$ cat src/rtl/ps2_ascii_if.sv
// Bundle between the PS/2 key-code source, the ASCII decoder and its character consumer.
// master = decoder side, slave = source/consumer side.
interface ps2_ascii_if #(
    parameter int DEPTH = 8
);
    logic [8:0]              key_code;
    logic                    kc_valid;
    // Character handshake: the head transfers on any clk edge where ascii_valid
    // and ascii_ready are both 1. While ascii_valid is 1, ascii_data holds steady
    // until the transfer. ascii_ready may stay high, and may change at any time.
    logic [7:0]              ascii_data;
    logic                    ascii_valid;
    logic                    ascii_ready;
    logic [$clog2(DEPTH):0]  fifo_count;
    logic                    overflow;
    logic                    caps_lock;

    modport master (
        input  key_code, kc_valid, ascii_ready,
        output ascii_data, ascii_valid, fifo_count, overflow, caps_lock
    );

    modport slave (
        output key_code, kc_valid, ascii_ready,
        input  ascii_data, ascii_valid, fifo_count, overflow, caps_lock
    );
endinterface

$ cat src/rtl/ps2_ascii_decoder.sv
// PS/2 key codes to ASCII: modifier tracking, US-layout translation,
// and a small character FIFO with a valid/ready output.
module ps2_ascii_decoder #(
    parameter int DEPTH = 8
) (
    input  logic           clk,
    input  logic           reset,
    ps2_ascii_if.master    bus
);
    localparam int AW = $clog2(DEPTH);
    localparam int CW = AW + 1;

    logic       released, extended;
    logic [6:0] code;
    assign released = bus.key_code[8];
    assign extended = bus.key_code[7];
    assign code     = bus.key_code[6:0];

    logic lshift, rshift, lctrl, rctrl, caps;
    logic shift, ctrl;
    assign shift = lshift | rshift;
    assign ctrl  = lctrl | rctrl;

    // Translation table: lowercase / unshifted form of each mapped key.
    logic [7:0] base;
    always_comb begin
        base = 8'h00;
        case (code)
            7'h1C: base = "a";  7'h32: base = "b";  7'h21: base = "c";  7'h23: base = "d";
            7'h24: base = "e";  7'h2B: base = "f";  7'h34: base = "g";  7'h33: base = "h";
            7'h43: base = "i";  7'h3B: base = "j";  7'h42: base = "k";  7'h4B: base = "l";
            7'h3A: base = "m";  7'h31: base = "n";  7'h44: base = "o";  7'h4D: base = "p";
            7'h15: base = "q";  7'h2D: base = "r";  7'h1B: base = "s";  7'h2C: base = "t";
            7'h3C: base = "u";  7'h2A: base = "v";  7'h1D: base = "w";  7'h22: base = "x";
            7'h35: base = "y";  7'h1A: base = "z";
            7'h45: base = "0";  7'h16: base = "1";  7'h1E: base = "2";  7'h26: base = "3";
            7'h25: base = "4";  7'h2E: base = "5";  7'h36: base = "6";  7'h3D: base = "7";
            7'h3E: base = "8";  7'h46: base = "9";
            7'h29: base = 8'h20;
            7'h5A: base = 8'h0D;
            7'h66: base = 8'h08;
            7'h0D: base = 8'h09;
            7'h76: base = 8'h1B;
            default: base = 8'h00;
        endcase
    end

    logic       is_letter, is_digit, mapped;
    logic [7:0] digit_sym, upper, ch;
    assign is_letter = (base >= "a") && (base <= "z");
    assign is_digit  = (base >= "0") && (base <= "9");
    assign mapped    = (base != 8'h00);
    assign upper     = base & 8'hDF;

    always_comb begin
        digit_sym = base;
        case (base)
            "0": digit_sym = ")";  "1": digit_sym = "!";  "2": digit_sym = "@";
            "3": digit_sym = "#";  "4": digit_sym = "$";  "5": digit_sym = "%";
            "6": digit_sym = "^";  "7": digit_sym = "&";  "8": digit_sym = "*";
            "9": digit_sym = "(";
            default: digit_sym = base;
        endcase
    end

    // Modifier registers are read before this event updates them.
    always_comb begin
        ch = base;
        if (is_letter) begin
            if (ctrl)              ch = upper & 8'h1F;
            else if (shift ^ caps) ch = upper;
            else                   ch = base;
        end else if (is_digit && shift) begin
            ch = digit_sym;
        end
    end

    logic gen;
    assign gen = bus.kc_valid & ~released & ~extended & mapped;

    always_ff @(posedge clk) begin
        if (reset) begin
            lshift <= 1'b0;
            rshift <= 1'b0;
            lctrl  <= 1'b0;
            rctrl  <= 1'b0;
            caps   <= 1'b0;
        end else if (bus.kc_valid) begin
            if (code == 7'h12 && !extended) lshift <= ~released;
            if (code == 7'h59)              rshift <= ~released;
            if (code == 7'h14) begin
                if (extended) rctrl <= ~released;
                else          lctrl <= ~released;
            end
            if (code == 7'h58 && !extended && !released) caps <= ~caps;
        end
    end

    logic       s1_valid;
    logic [7:0] s1_char;

    always_ff @(posedge clk) begin
        if (reset) begin
            s1_valid <= 1'b0;
            s1_char  <= 8'h00;
        end else begin
            s1_valid <= gen;
            s1_char  <= ch;
        end
    end

    logic [7:0]    mem [DEPTH];
    logic [AW-1:0] wr_ptr, rd_ptr, rd_next;
    logic [CW-1:0] count;
    logic [7:0]    head;
    logic          ovf;
    logic          pop, full, push_ok;

    assign rd_next = rd_ptr + 1'b1;
    assign pop     = (count != '0) & bus.ascii_ready;
    assign full    = (count == CW'(DEPTH));
    assign push_ok = s1_valid & (~full | pop);

    always_ff @(posedge clk) begin
        if (push_ok) mem[wr_ptr] <= s1_char;
    end

    always_ff @(posedge clk) begin
        if (reset) begin
            wr_ptr <= '0;
            rd_ptr <= '0;
            count  <= '0;
            head   <= 8'h00;
            ovf    <= 1'b0;
        end else begin
            if (push_ok) wr_ptr <= wr_ptr + 1'b1;
            if (pop)     rd_ptr <= rd_next;
            case ({push_ok, pop})
                2'b10:   count <= count + 1'b1;
                2'b01:   count <= count - 1'b1;
                default: count <= count;
            endcase
            if (s1_valid && full && !pop) ovf <= 1'b1;
            // Head register follows storage only when the head entry changes.
            if (pop) begin
                if (count > CW'(1))  head <= mem[rd_next];
                else if (push_ok)    head <= s1_char;
            end else if (push_ok && count == '0) begin
                head <= s1_char;
            end
        end
    end

    assign bus.ascii_data  = head;
    assign bus.ascii_valid = (count != '0);
    assign bus.fifo_count  = count;
    assign bus.overflow    = ovf;
    assign bus.caps_lock   = caps;
endmodule

$ cat src/flat_wrapper.sv
// flat-port wrapper written by rule: the top's interface ports become plain ports
module ps2_ascii_decoder_flat 
#(
    parameter int DEPTH = 8
)
  (clk, reset, bus_key_code, bus_kc_valid, bus_ascii_ready, bus_ascii_data, bus_ascii_valid, bus_fifo_count, bus_overflow, bus_caps_lock);
  ps2_ascii_if #(.DEPTH(DEPTH)) bus_i ();
  input  logic clk;
  input  logic reset;
  input wire logic [$bits(bus_i.key_code)-1:0] bus_key_code;
  input wire logic [$bits(bus_i.kc_valid)-1:0] bus_kc_valid;
  input wire logic [$bits(bus_i.ascii_ready)-1:0] bus_ascii_ready;
  output wire logic [$bits(bus_i.ascii_data)-1:0] bus_ascii_data;
  output wire logic [$bits(bus_i.ascii_valid)-1:0] bus_ascii_valid;
  output wire logic [$bits(bus_i.fifo_count)-1:0] bus_fifo_count;
  output wire logic [$bits(bus_i.overflow)-1:0] bus_overflow;
  output wire logic [$bits(bus_i.caps_lock)-1:0] bus_caps_lock;
  assign bus_i.key_code = bus_key_code;
  assign bus_i.kc_valid = bus_kc_valid;
  assign bus_i.ascii_ready = bus_ascii_ready;
  assign bus_ascii_data = bus_i.ascii_data;
  assign bus_ascii_valid = bus_i.ascii_valid;
  assign bus_fifo_count = bus_i.fifo_count;
  assign bus_overflow = bus_i.overflow;
  assign bus_caps_lock = bus_i.caps_lock;
  ps2_ascii_decoder #(.DEPTH(DEPTH)) u_core (.clk(clk), .reset(reset), .bus(bus_i));
endmodule
$ cat config.mk
export PLATFORM = sky130hd
export DESIGN_NAME = ps2_ascii_decoder_flat
export DESIGN_NICKNAME = d
export VERILOG_FILES = /design/src/rtl/ps2_ascii_if.sv /design/src/rtl/ps2_ascii_decoder.sv /design/src/flat_wrapper.sv
export SDC_FILE = /design/constraint.sdc
export NUM_CORES = 1
export LEC_CHECK = 0
export CAP_MARGIN = 20
export CORE_ASPECT_RATIO = 1.2
export CORE_MARGIN = 5
export CORE_UTILIZATION = 45
export DETAILED_ROUTE_END_ITERATION = 7
export HOLD_SLACK_MARGIN = 0.15
export PLACE_DENSITY = 0.7
export SETUP_SLACK_MARGIN = 0.15
export SLEW_MARGIN = 25
export SYNTH_ARGS = -nofsm -noshare
export SYNTH_HDL_FRONTEND = slang
export SYNTH_SLANG_ARGS = --single-unit
$ cat constraint.sdc
create_clock -name clk -period 4.1 [get_ports clk]
set_clock_uncertainty 0.2 [all_clocks]
set_input_delay 0.82 -clock clk [delete_from_list [all_inputs] [get_ports clk]]
set_output_delay 0.82 -clock clk [all_outputs]
set_load 0.01 [all_outputs]
After elaboration in Yosys (flattened, before gate mapping)
Memories as Yosys holds them, arrays and structs flattened.
Cells that the tools add are included.
{"block": "word_totals", "ram_bits": 64, "memories": 2, "register_bits": 33, "word_cells": 89, "mem_bits_ro": 896}
{"block": "op_classes", "n_addsub": 4, "eq_ne": 18, "reduce_logical": 23, "bitwise": 13, "n_lt_le_gt_ge": 5, "n_mux": 12}
{"name": "(no name shown)", "words": 128, "width": 7, "read_ports": 1, "rd_clocked_by_memory_dff": 0, "wr": 0, "line": "ps2_ascii_decoder.sv:28", "source": "case (code)"}
{"name": "u_core.mem", "words": 8, "width": 8, "read_ports": 1, "rd_clocked_by_memory_dff": 0, "wr": 1, "line": "ps2_ascii_decoder.sv:112", "source": "logic [7:0] mem [DEPTH];"}
{"operator": "8-bit by 6-bit == test with 1-bit output, second input constant", "n": 10}
{"operator": "8-bit one-hot mux with 10 select lines", "n": 1}
{"operator": "8-bit two-way mux", "n": 7}
{"operator": "7-bit by 5-bit == test with 1-bit output, second input constant", "n": 2}
{"operator": "7-bit == test, second input constant", "n": 2}
{"operator": "1-bit logical AND", "n": 9}
{"operator": "8-bit by 6-bit greater-or-equal comparator with 1-bit output, second input constant", "n": 1}
{"operator": "8-bit by 7-bit greater-or-equal comparator with 1-bit output, second input constant", "n": 1}
{"operator": "8-bit by 6-bit <= comparator with 1-bit output, second input constant", "n": 1}
{"operator": "8-bit by 7-bit <= comparator with 1-bit output, second input constant", "n": 1}
{"operator": "4-bit one-hot mux with 2 select lines", "n": 1}
{"operator": "2-bit AND reduction", "n": 4}
{"operator": "8-bit nonzero test", "n": 1}
{"operator": "3-bit by 1-bit adder with 3-bit output, second input constant", "n": 2}
{"operator": "6-bit two-way mux", "n": 1}
{"operator": "3-bit AND reduction", "n": 2}
{"operator": "1-bit bitwise AND", "n": 5}
{"operator": "4-bit by 1-bit adder with 4-bit output, second input constant", "n": 1}
{"operator": "4-bit == test, second input constant", "n": 1}
{"operator": "4-bit by 1-bit greater-than comparator with 1-bit output, second input constant", "n": 1}
{"operator": "4-bit logical NOT", "n": 1}
{"operator": "1-bit inverter", "n": 4}
{"operator": "2-bit nonzero test", "n": 2}
{"operator": "4-bit nonzero test", "n": 1}
{"operator": "8 further kinds", "n": 13}

Logic depth before layout (Yosys ltp)
Gate-level depths: netlist (run 1).
{"block": "depth", "word_depth": 7, "ltp_mapped": 11, "ltp_nobuf": 10}

Least setup slack after synthesis (run 1)
OpenSTA, ideal clock, no wires.
{"block": "synth_timing", "path_kind": "input -> register", "start": "input port bus_key_code[1]", "end": "register u_core.s1_char[5]", "setup_ns": 0.121, "t_arrival_ns": 3.012, "stages": 11, "slack_ns": 0.767, "t_required_ns": 3.779, "cell_sequence": "buf_4 inv_1 ha_1 clkbuf_1 nor2_1 a2111oi_2 nor3_2 nor3_4 nor4_2 a311oi_2 mux2_2"}
{"block": "synth_between", "elab_chain_cells": 6, "elab_cells_between_ends": 23, "cone_classes": "order compare: 4; eq/ne: 10; mux: 5; reduce/logical: 3; memory: 1"}
{"item": "start, declared", "line": "flat_wrapper.sv:10", "source": "input wire logic [$bits(bus_i.key_code)-1:0] bus_key_code;"}
{"item": "memory read 128 x 7 bit *"}
{"item": "8-bit by 6-bit greater-or-equal comparator with 1-bit output / 8-bit by 6-bit <= comparator with 1-bit output (equally long branches)", "line": "ps2_ascii_decoder.sv:51", "source": "assign is_digit = (base >= \"0\") && (base <= \"9\");"}
{"item": "1-bit logical AND", "line": "ps2_ascii_decoder.sv:51"}
{"item": "1-bit logical AND", "line": "ps2_ascii_decoder.sv:73", "source": "end else if (is_digit && shift) begin"}
{"item": "8-bit two-way mux", "line": "ps2_ascii_decoder.sv:73"}
{"item": "8-bit two-way mux *", "line": "ps2_ascii_decoder.sv:69", "source": "if (is_letter) begin"}
{"item": "end signal, assigned", "line": "ps2_ascii_decoder.sv:108", "source": "s1_char <= ch;"}
{"item": "end, declared", "line": "ps2_ascii_decoder.sv:100", "source": "logic [7:0] s1_char;"}
Mark *: on every way between the ends. The rest lies on a longest branch, timed or not.
A chain may end at the register's enable or synchronous reset.

Final worst setup path (run 1)
Same ends and word-level chain as after synthesis.

==> results of run 1 <==
-- final cells by class --
class	count	area, um^2
Clock inverter	4	93.84
Clock buffer	11	242.7
Fill cell	922	4916
Tap cell	129	161.4
Timing Repair Buffer	48	437.9
Multi-Input combinational cell	283	2215
Inverter	12	45.04
Sequential cell	87	2302
-- state kept, by name (all words and copies together), names as in the netlist, 3 cells and up --
signal and flops:
u_core.s1_char 7, u_core.bus.ascii_data 7, u_core.mem 56, u_core.wr_ptr 3, u_core.bus.fifo_count 4, u_core.rd_ptr 3
-- power groups by stage --
| stage | logic, mW | registers [mW] | clock network, mW |
|---|---|---|---|
| after floorplan | 0.546 | 1.03 | 0 |
| after global placement | 0.735 | 1.02 | 0 |
| after detailed placement | 0.755 | 1.03 | 0 |
| after CTS | 0.759 | 1.01 | 0.923 |
| after global routing | 0.821 | 1.01 | 0.964 |
| final | 0.746 | 1.01 | 0.901 |
-- per-layer routing --
layer	vias up	routed length, um
met4	0	257
li1	1604	-
met5	-	0
met1	1610	3896
met2	78	5312
met3	18	369
-- layout by cell type, fill, tap and decap left out, types with 4 or more instances in the layout --
| cell | synthesis | routed |
|---|---|---|
| xor2_1 | 6 | 6 |
| o21ai_0 | 12 | 12 |
| nor2b_1 | 6 | 6 |
| xnor2_1 | 4 | 4 |
| nor3_1 | 10 | 10 |
| clkbuf_16 | 0 | 9 |
| mux4_2 | 15 | 15 |
| nand2_1 | 27 | 27 |
| inv_1 | 10 | 10 |
| edfxtp_1 | 56 | 56 |
| a211oi_1 | 6 | 6 |
| clkdlybuf4s50_1 | 0 | 26 |
| mux2i_1 | 22 | 22 |
| a31oi_1 | 5 | 5 |
| dfxtp_1 | 31 | 31 |
| nor3b_1 | 4 | 4 |
| nor2_1 | 46 | 46 |
| o21ai_1 | 6 | 6 |
| ha_1 | 15 | 15 |
| a21oi_1 | 19 | 19 |
| nand2b_1 | 13 | 13 |
| buf_4 | 6 | 21 |
-- stage by stage --
step           instances  instance area [um^2]  hold WS [ns]  util, %
3_3_place_gp         559                  5161        0.2534    49.56
3_5_place_dp         559                  5161        0.2647    49.56
5_1_grt              574                  5498        0.3243    52.79
4_1_cts              574                  5498        0.2782    52.79
6_report             574                  5498        0.2684    52.79
2_1_floorplan        409                  4751        0.2487        -
-- kinds of logic after synthesis --
family / synth area share (%)
simple gates: 14.27
compound gates: 14.01
flops: 48.46
mux: 12.46
buf+inv: 4.925
fa+ha+maj: 3.950
xor+xnor: 1.843
other cells: 0.07893
-- worst paths after layout --
| path | startpoint | endpoint | slack [ns] | cells past startpoint |
|---|---|---|---|---|
| worst min-delay path | u_core.bus.overflow | u_core.bus.overflow | 0.27 | 2 |
| worst max register to register | u_core.bus.fifo_count[0] | u_core.bus.fifo_count[3] | 1.53 | 10 |
| worst max-delay path | bus_key_code[1] | u_core.s1_char[5] | 0.56 | 9 |
| worst min register to register | u_core.bus.overflow | u_core.bus.overflow | 0.27 | 2 |
-- critical path, stage by stage --
cell and delay, ns:
clkdlybuf4s50_1 0.58, ha_1 0.40, mux2i_1 0.13, a221o_1 0.32, a311oi_2 0.37, o221ai_1 0.19, nor4_2 0.35, a311oi_2 0.09
mux2_2 0.30
==> metrics, run 1 <==
global route hottest layer=met2; Via density=just under 6; final setup violation count=0; Syn Inst Count=409; total power=2.653 mW; maximum vdd drop=roughly 250 uV; Area contributors post-synth=edfxtp_1, dfxtp_1, mux4_2, mux2i_1, ha_1; post-route setup slack=around 0.56 ns; most frequent cell after synthesis=edfxtp_1; CTS Buffer Depth=2; core area=about 0.010 mm^2; outcome=complete, no violations; total negative setup slack=0 ns; DRC viols=0; Worst-path clk slew=approximately 0.060 ns; M2 GR Usage=between 20% and 30%; Max H-tree Level=3; Critical Path End Type=register; Die H=122.6 um; post_cts resized=0; CTS tree=done; Cell variety after synth=69; ANT nets after route=0; pre-CTS WS=roughly 0.21 ns; die width=roughly 100 um; syn avg cell area=approximately 12 um^2; Max Cap Violations=0; internal power=1.946 mW; asr flop ratio synth=0%; normalized max-slew margin=42.55%; clock share of power=34.0%; Logic pwr share=between 20% and 30%; dpl hpwl=7414 um; Post-synth EDFFs=56; Hold Path Class=register to register; total CTS buffers=9; switching power=~0.71 mW; met3 global-route usage=2.893%; Root Driver=clkbuf_16; Total Routing Usage GR=16.11%; crit start category=primary input; first-pass GRT wire length=around 16000 um; total grt overflow=0; #FFs+latches synth=87; count of warnings emitted by yosys=0; Final GP Congestion=0.9656; Initial Util=45.62%; Final min period=3.539 ns; pwr dens=482.6 mW/mm^2; Slew @ Worst Pin=between 0.8 and 0.9 ns; buffer count from post-CTS setup fixing=0; final hold vios=0; share of cells above drive strength 1=between 15 and 20%; I/O Buffers=26; Max Slew Vio Count=0; vias in the first global route=approximately 3.3k; vias after detailed routing=3310; post-synth top area cell=edfxtp_1; initial antenna violation count=0; Max Fclk=about 280 MHz; Most used DFF post-synth=edfxtp_1; crit path kind=primary input to register; WL/cell=17.14 um; die area=0.01272 mm^2; RSZ-0062 raised after global routing=no; Worst EP arrival=3.56 ns; met1 Track Usage GR=between 10% and 20%; site row count=41; final wirelength=9836 um; clock sinks=87; DRT Pass-1 Iters=4; top-area cell type share of the netlist area=around 35%; worst-path fanout max=7; Sw Ratio=a little over a quarter; hold buffers post-CTS=0; Clk Latency, worst-skew pair=between 0.3 and 0.4 ns; post-synthesis sequential area ratio=between 40% and 50%; Commonest cells post-synth=edfxtp_1, nor2_1, dfxtp_1; Inserted Diodes=0; Syn Nets=about 440; Flop pwr share=around 38%; area added between synthesis and finish=15.72%; I/O pin count=28; WP data required=just over 4 ns; Initial DRC Count=between 100 and 150; LEAKAGE=about 1.9 nW; fin nets=469; fin crit share=a little under nine tenths; mapped cell area=about 0.0048 mm^2; largest net degree at the start of global routing=40
(Power assumes the default switching activity.)
==> run 2, diff against run 1 <==
- CORE_MARGIN: 5 -> 2
==> run 2 against run 1 <==
- register-to-register slack barely moved
- setup slack worse by 0.090 ns
- clock power decreased by 14%
- total power decreased by 4.8%
- worst hold slack better by 0.0072 ns
==> metrics, run 2 (same netlist as run 1, synthesis figures left out) <==
outcome=complete, no violations; final setup violation count=0 (unchanged); Critical Path End Type=register; total power=2.526 mW (-4.8%); Inserted Diodes=0 (unchanged); area added between synthesis and finish=14.67%; RSZ-0062 raised after global routing=no; buffer count from post-CTS setup fixing=0 (unchanged); slowest stage delay, CP=0.44 ns (-0.14 ns); crit start category=primary input; Slew @ Worst Pin=0.9125 ns (+0.05372 ns); I/O Buffers=26 (unchanged); post_cts resized=0 (unchanged); vias after detailed routing=3250 (-1.8%); DRC viols=0 (unchanged); count of non-filler cells in the finished layout=573 (-0.17%); Via density=5.672 (-1.6%); I/O pin count=28 (unchanged); dpl cell area=0.005159 mm^2 (about the same); Max Cap Violations=0 (unchanged); Final min period=3.629 ns (+0.09026 ns); commonest non-fill, non-tap cell in the layout=edfxtp_1; Root Driver=clkbuf_16; Max H-tree Level=3 (unchanged); vias in the first global route=3232 (-1.3%); clock sinks=87 (unchanged); Design Area, Final=0.005448 mm^2 (-0.91%); hold buffers post-CTS=0 (unchanged); crit path kind=primary input to register; Biggest register=u_core.mem; DRT Pass-1 Iters=4 (unchanged); Die H=116.6 um (-4.9%); pre-CTS WS=0.1828 ns (-0.02409 ns); Clk Latency, worst-skew pair=0.33 ns (about the same); maximum vdd drop=239.0 uV (-5.6%); Initial DRC Count=173 (+25%); Worst-path clk slew=0.06 ns (about the same); site row count=41 (unchanged); WP data required=4.11 ns (about the same); Inst Count DP=557 (-0.36%); ANT nets after route=0 (unchanged); Hold WS=0.2755 ns (+0.007170 ns); initial antenna violation count=0 (unchanged); CP max-delay cell=clkdlybuf4s50_1; Hold Path Class=register to register; fin crit share=88.51% (+2.2 points); total negative setup slack=0 ns (unchanged); fin nets=467 (-0.43%); max reg flops=56 (unchanged); Initial Util=45.62% (unchanged); normalized max-slew margin=38.96% (-3.6 points); Max Fclk=275.6 MHz (-2.5%); Max Slew Vio Count=0 (unchanged); crit-path cells=clkdlybuf4s50_1 > inv_1 > ha_1 > nand2b_1 > o211ai_1 > a311oi_2 > or2_2 > nor4_4 > buf_4 > a21oi_1 > a211oi_1; commonest cells after routing, fill and taps aside=edfxtp_1, nor2_1, dfxtp_1, nand2_1, clkdlybuf4s50_1; final wirelength=9612 um (-2.3%); largest net degree at the start of global routing=40 (unchanged); die width=97.80 um (-5.8%); final hold vios=0 (unchanged); LEAKAGE=1.849 nW (-1.4%); WL/cell=16.77 um (-2.1%); dpl hpwl=7171 um (-3.3%); CTS tree=done; total CTS buffers=9 (unchanged); first-pass GRT wire length=16040 um (-2.2%); pwr dens=463.6 mW/mm^2 (-3.9%); fillers=928 (+0.65%); Worst EP arrival=3.64 ns (+0.08 ns); worst-path fanout max=8 (+1); Core Util, Final=52.31% (-0.48 points); Total Routing Usage GR=17.79% (+1.7 points); core area=0.01041 mm^2 (unchanged); post-route setup slack=0.4712 ns (-0.09026 ns); share of cells above drive strength 1=15.54% (-0.64 points); total grt overflow=0 (unchanged); Final GP Congestion=0.9081 (-6.0%); CTS Buffer Depth=2 (unchanged); die area=0.01140 mm^2 (-10%)
==> run 2: changes by cell type in the layout (fill, tap and decap cells not counted) <==
cell       previous run  this run
buf_4                21        18
clkinv_1              1         4
bufinv_16             3         1
buf_12                1         2
clkbuf_1              1         0
clkinv_2              0         1
==> run 2: area by class of cell <==
| type | instances | area [um^2] | area share, % |
|---|---|---|---|
| clock inverters | 6 | 50.05 | 0.9187 |
| inverters | 12 | 45.04 | 0.8268 |
| flip-flops and latches | 87 | 2302 | 42.26 |
| multi-input cells | 283 | 2215 | 40.65 |
| clock buffers | 10 | 239.0 | 4.387 |
| repair buffers | 46 | 435.4 | 7.993 |
| well taps | 129 | 161.4 | 2.963 |
==> run 2: path summary, 6_finish.rpt <==
path / startpoint / to / slack [ns] / depth (start not counted)
max reg2reg: u_core.bus.fifo_count[0] / u_core.bus.fifo_count[2] / 1.52 / 8
min reg2reg: u_core.s1_valid / u_core.bus.overflow / 0.28 / 2
max: bus_key_code[0] / u_core.s1_char[0] / 0.47 / 11
min: u_core.s1_valid / u_core.bus.overflow / 0.28 / 2
==> run 2: metal layers <==
layer  part of all wire [%]  vias up  track usage [%]
met4                    3.0        0            9.907
met3                    2.7       20            3.232
met1                     41     1554            20.43
met2                     54       70            31.68
li1                       -     1606                -
met5                      0        -                0
==> run 2: worst max-delay path, delay by kind of cell <==
| kind | cells | cell delay [ns] |
|---|---|---|
| buffers and inverters | 3 | 0.80 |
| adders and majority gates | 1 | 0.38 |
| and+or+nand+nor | 3 | 0.87 |
| AOI/OAI and AO/OA | 4 | 0.77 |
==> run 2: where the power goes <==
group,leakage [nW],switching (mW),total (mW),internal (mW)
clock,0.142,0.300,0.778,0.478
combinational,0.942,0.370,0.739,0.370
sequential,0.765,0.0388,1.01,0.969
total,1.85,0.709,2.53,1.82
